### src/rtl/erx_distributor_pkg.sv
// Shared definitions for the receive distributor: emesh field offsets,
// channel indices and packet classification.
package erx_distributor_pkg;

  localparam int E_WRITE       = 0;
  localparam int E_DSTADDR_LSB = 8;
  localparam int E_DSTADDR_MSB = 39;

  localparam int CH_WR = 0;
  localparam int CH_RD = 1;
  localparam int CH_RR = 2;
  localparam int NCH   = 3;

  typedef enum logic [1:0] {
    CLS_WR = 2'd0,
    CLS_RD = 2'd1,
    CLS_RR = 2'd2
  } pkt_class_t;

  // Reads always go to RD; writes whose tag matches our ID are read responses.
  function automatic pkt_class_t classify(input logic        write,
                                          input logic [11:0] tag,
                                          input logic [11:0] id);
    if (!write)
      return CLS_RD;
    else if (tag == id)
      return CLS_RR;
    else
      return CLS_WR;
  endfunction

endpackage

### src/rtl/erx_skid_stage.sv
// One distributor channel: registered output plus a one-entry skid buffer
// that absorbs a packet accepted while the downstream FIFO is waiting.
module erx_skid_stage #(
  parameter int PW = 104
) (
  input  logic          clk,
  input  logic          nreset,
  input  logic          load,
  input  logic [PW-1:0] packet_in,
  input  logic          fifo_wait,
  output logic          fifo_access,
  output logic [PW-1:0] fifo_packet,
  output logic          skid_valid_next
);

  logic          skid_valid;
  logic [PW-1:0] skid_packet;
  logic          drain;
  logic          out_free;
  logic          out_load_skid;
  logic          out_load_in;
  logic          skid_load;

  assign drain         = fifo_access & ~fifo_wait;
  assign out_free      = ~fifo_access | drain;
  // A waiting skid always goes first so packets leave in arrival order.
  assign out_load_skid = skid_valid & out_free;
  assign out_load_in   = ~skid_valid & load & out_free;
  assign skid_load     = load & (skid_valid | ~out_free);

  assign skid_valid_next = skid_load | (skid_valid & ~out_free);

  always_ff @(posedge clk) begin
    if (!nreset) begin
      fifo_access <= 1'b0;
      skid_valid  <= 1'b0;
    end else begin
      skid_valid <= skid_valid_next;
      if (out_load_skid || out_load_in)
        fifo_access <= 1'b1;
      else if (drain)
        fifo_access <= 1'b0;
    end
  end

  // Payload registers carry no reset; they are only meaningful while valid.
  always_ff @(posedge clk) begin
    if (out_load_skid)
      fifo_packet <= skid_packet;
    else if (out_load_in)
      fifo_packet <= packet_in;
    if (skid_load)
      skid_packet <= packet_in;
  end

endmodule

### src/rtl/erx_distributor.sv
// Receive-side router: classifies each emesh packet as write, read request
// or read response and steers it into one of three skid-buffered channels.
module erx_distributor
  import erx_distributor_pkg::*;
#(
  parameter int          PW = 104,
  parameter int          AW = 32,
  parameter logic [11:0] ID = 12'h810
) (
  input  logic          clk,
  input  logic          nreset,
  input  logic          access_in,
  input  logic [PW-1:0] packet_in,
  output logic          wait_out,
  output logic          rxwr_fifo_access,
  output logic [PW-1:0] rxwr_fifo_packet,
  input  logic          rxwr_fifo_wait,
  output logic          rxrd_fifo_access,
  output logic [PW-1:0] rxrd_fifo_packet,
  input  logic          rxrd_fifo_wait,
  output logic          rxrr_fifo_access,
  output logic [PW-1:0] rxrr_fifo_packet,
  input  logic          rxrr_fifo_wait
);

  pkt_class_t      pkt_class;
  logic            accept;
  logic [NCH-1:0]  load;
  logic [NCH-1:0]  fifo_wait;
  logic [NCH-1:0]  fifo_access;
  logic [NCH-1:0]  skid_valid_next;
  logic [PW-1:0]   fifo_packet [NCH];

  assign pkt_class = classify(packet_in[E_WRITE],
                              packet_in[E_DSTADDR_LSB+AW-1 -: 12], ID);
  assign accept    = access_in & ~wait_out;

  assign load[CH_WR] = accept & (pkt_class == CLS_WR);
  assign load[CH_RD] = accept & (pkt_class == CLS_RD);
  assign load[CH_RR] = accept & (pkt_class == CLS_RR);

  assign fifo_wait[CH_WR] = rxwr_fifo_wait;
  assign fifo_wait[CH_RD] = rxrd_fifo_wait;
  assign fifo_wait[CH_RR] = rxrr_fifo_wait;

  for (genvar ch = 0; ch < NCH; ch++) begin : g_ch
    erx_skid_stage #(.PW(PW)) u_stage (
      .clk             (clk),
      .nreset          (nreset),
      .load            (load[ch]),
      .packet_in       (packet_in),
      .fifo_wait       (fifo_wait[ch]),
      .fifo_access     (fifo_access[ch]),
      .fifo_packet     (fifo_packet[ch]),
      .skid_valid_next (skid_valid_next[ch])
    );
  end

  assign rxwr_fifo_access = fifo_access[CH_WR];
  assign rxrd_fifo_access = fifo_access[CH_RD];
  assign rxrr_fifo_access = fifo_access[CH_RR];
  assign rxwr_fifo_packet = fifo_packet[CH_WR];
  assign rxrd_fifo_packet = fifo_packet[CH_RD];
  assign rxrr_fifo_packet = fifo_packet[CH_RR];

  // Stalling on any full skid guarantees no skid is ever asked to hold two.
  always_ff @(posedge clk) begin
    if (!nreset)
      wait_out <= 1'b0;
    else
      wait_out <= |skid_valid_next;
  end

endmodule
### config.mk
export PLATFORM = sky130hd
export DESIGN_NAME = erx_distributor
export DESIGN_NICKNAME = d
export VERILOG_FILES = /design/src/rtl/erx_distributor_pkg.sv /design/src/rtl/erx_skid_stage.sv /design/src/rtl/erx_distributor.sv
export SDC_FILE = /design/constraint.sdc
export NUM_CORES = 1
export LEC_CHECK = 0
export BUFFER_PORTS_ARGS = -buffer_cell sky130_fd_sc_hd__buf_2
export CORE_ASPECT_RATIO = 0.9
export CORE_UTILIZATION = 25
export CTS_CLUSTER_DIAMETER = 30
export CTS_CLUSTER_SIZE = 10
export DETAILED_ROUTE_END_ITERATION = 12
export GPL_ROUTABILITY_DRIVEN = 1
export MAX_ROUTING_LAYER = met4
export PLACE_DENSITY = 0.45
export SLEW_MARGIN = 20
export SYNTH_ARGS = -nofsm -noshare
export SYNTH_HDL_FRONTEND = slang
export SYNTH_SLANG_ARGS = --single-unit
### constraint.sdc
create_clock -name clk -period 9.9 [get_ports clk]
set_clock_uncertainty 0.15 [all_clocks]
set_input_delay 0.495 -clock clk [delete_from_list [all_inputs] [get_ports clk]]
set_output_delay 0.495 -clock clk [all_outputs]
set_load 0.05 [all_outputs]
==> results.cfg <==
[power_and_ir_drop]
p_seq_frac = 0.370
power_switching_uw = 1820
p_sw_frac = 0.222
vdd_drop_max_v = 0.000126
clkPwrFrac = 0.582
power.density_nw_per_um2 = 249
internal_power_uw = 6360
pwr-share-comb = 0.048
p_leak_uw = 0.0118

[clocking]
cts_tree = yes
cts.repair.resized = 0
ctsHtreeMaxLevel = 4
clockBufferDepth = 3
insertion_delay_ns = 0.71
post-cts-setup-buffers = 0
cts_buffers = 143
path_clk_slew_ns = 0.04
cts_root_buffer = clkbuf_16
cts.sinks = 631

[yosys]
synth_area_um2 = 23300
syn_inst = 1014
yosysWarnings = 0
yosysUniqueCellTypes = 35
yosys_register_bits = 631
syn_nets = 1124
synth_area_per_cell_um2 = 22.9
synth_seq_area_share = 0.811

[worst_setup_path]
crit_path_end_kind = flop
crit_chain = dlygate4sd3_1, buf_2, nor4b_2, nand4_1, a22oi_2, buf_4, buf_4
reg2reg_slack_ns = 6.40
critPathMaxStageDelay_ns = 0.80
worstReg2RegEnd = g_ch[2].u_stage.fifo_packet[46]
r2r_cells = 5
cp.arrival_ns = 4.08
worst_setup_path_start_kind = input port
rr_startpoint = wait_out
crit_top_cell = buf_4
cp_num_buf_inv = 4
crit_required_ns = 10.06
cp_num_cells = 7
crit_fanout = 57
crit_slowest_cell = buf_4
crit_family = buffers and inverters
worstSetupPathType = in2reg
cp-startpoint = packet_in[38]
endpoint = g_ch[2].u_stage.fifo_packet[46]

[global_routing]
overflow = 0
grt_usage = 0.131
grt_pass1_vias = 13300
grt_pass1_wl_mm = 87.6
grt_max_degree = 61
antenna_found_initial = 4

[routing]
drt-pass1-iter-count = 5
drtIter0Drc = 639
ant_nets = 0
drc = 0
wirelength_mm = 60.0
wl_per_cell_um = 19.8
avgViaCountPerCell = 4.05
vias = 12300

[finish]
drive_above_1_share = 0.524
nets = 1785
num-fill-cells = 8690
fin_util = 0.358
area_growth_pct = 41.0

[placement]
dp_hpwl_mm = 35.8
portBuffers = 425
place.gp.congestion = 0.717

[floorplan]
initial_core_util = 0.254
die_h_um = 291
die_w_um = 324
core-area_um2 = 91700
ioPinCount = 426
num_rows = 105
die_area_um2 = 94300

[sta]
grt_setup_unrepaired = no
setup_violations = 0
finalHoldViolations = 0
max_freq_ghz = 0.255
period_minus_slack_ns = 3.91
slew_viol_final = 0
relSlewSlack = 0.329
tns_ns = 0
post-route-period-util = 0.395
worstMarginPinSlew_ns = 1.01

[run_status]
outcome = complete, no violations

[run]
maxCapViolCount = 0

[hold_path]
hp-class = in2reg
worstHoldStart = rxrd_fifo_wait
[flip-flops by register name, summed over array words and instances (netlist names)]
name                      flops
wait_out                      1
g_ch.u_stage.fifo_packet    312
g_ch.u_stage.skid_packet    312
g_ch.u_stage.fifo_access      3
g_ch.u_stage.skid_valid       3
[layer usage]
| metal | GRT usage | part of all wire | up-vias |
|---|---|---|---|
| li1 | - | - | 5495 |
| met1 | 0.162 | 0.44 | 6265 |
| met2 | 0.189 | 0.45 | 411 |
| met3 | 0.0522 | 0.085 | 108 |
| met4 | 0.0514 | 0.024 | 0 |
| met5 | - | 0 | - |
[layout make-up]
type | instances | area, um^2 | area share
clock buffer | 164 | 3720 | 0.113
sequential | 631 | 18900 | 0.576
timing repair buffer | 550 | 3350 | 0.102
clock inverter | 95 | 1210 | 0.0368
multi-input combinational | 348 | 4080 | 0.124
antenna | 10 | 25.0 | 0.000763
inverter | 1 | 3.75 | 0.000114
tap | 1230 | 1540 | 0.0469
[cells in the final DEF, fill, tap and decap left out, types with 3 or more instances in the layout]
cell type and count:
edfxtp_1 624, buf_2 425, mux2_2 192, clkbuf_16 146, dlygate4sd3_1 105, mux2_4 60
mux2_1 60, clkinv_2 28, bufinv_16 20, buf_4 19, clkbuf_1 18, clkinv_1 15
clkinvlp_4 12, diode_2 10, dfxtp_1 7, clkinv_8 5, clkinv_4 5, clkinv_16 4
inv_6 4, nand3_1 3
[per-stage QoR]
step / hold WS [ns] / instances / power [uW] / instance area [um^2] / setup slack (ns)
2_1_floorplan: 0.354 / 1014 / 3310 / 23300 / 2.83
3_3_place_gp: 0.360 / 2654 / 3440 / 26800 / 5.82
3_5_place_dp: 0.367 / 2654 / 3440 / 26800 / 5.80
4_1_cts: 0.0461 / 3018 / 8290 / 32700 / 6.00
5_1_grt: 0.0733 / 3023 / 8450 / 32800 / 5.87
6_report: 0.0964 / 3029 / 8180 / 32800 / 5.99
[kinds of logic after synthesis]
group / Yosys count / synth area share
flip-flops: 631 / 0.811
multiplexers: 312 / 0.161
buffers and inverters: 35 / 0.0160
AND/OR/NAND/NOR: 20 / 0.00635
AO/OA/AOI/OAI: 16 / 0.00543
[repair_timing]
action | CTS | global route
setup endpoints to repair | 0 | 0
endpoints found under the hold margin | 516 | 0
hold buffers | 105 | 0
[tightest hold or removal path: stages]
cell and delay, ns:
buf_2 0.09, and2_4 0.20, o31a_1 0.13
[cell usage after synthesis, drive strengths merged]
cell type / number / area share
edfxtp: 624 / 0.81
mux2: 312 / 0.16
buf: 34 / 0.016
dfxtp: 7 / 0.0060
a21boi: 3 / 0.0015
and2: 3 / 0.00091
nand3: 3 / 0.00065
nor2: 3 / 0.00048
o21ai: 3 / 0.00065
a21oi: 2 / 0.00059
a22oi: 2 / 0.00065
nand4: 2 / 0.00054
nor3b: 2 / 0.00086
nor4b: 2 / 0.0013
o21a: 2 / 0.00065
a211o: 1 / 0.00038
a21o: 1 / 0.00032
a2bb2oi: 1 / 0.00038
and3: 1 / 0.00027
and3b: 1 / 0.00038
inv: 1 / 0.00016
nand2: 1 / 0.00016
nor2b: 1 / 0.00027
nor4: 1 / 0.00054
o31a: 1 / 0.00038
[power by group through the flow]
stage / Sequential, uW / Clock (uW) / Combinational (uW)
after global placement: 3070 / 0 / 364
after floorplan: 3220 / 0 / 90.4
after global routing: 3030 / 5000 / 422
final: 3030 / 4760 / 396
after CTS: 3030 / 4860 / 404
after detailed placement: 3070 / 0 / 369
[worst min-delay path by stage]
| stage | endpoint | cells past startpoint |
|---|---|---|
| after floorplan | g_ch[1].u_stage.fifo_access | 1 |
| after global placement | g_ch[0].u_stage.fifo_packet[58] | 1 |
| after detailed placement | g_ch[0].u_stage.fifo_packet[90] | 1 |
| after CTS | g_ch[1].u_stage.fifo_access | 3 |
| after global routing | g_ch[1].u_stage.fifo_access | 3 |
| final | g_ch[1].u_stage.fifo_access | 3 |
(Power assumes the default switching activity.)
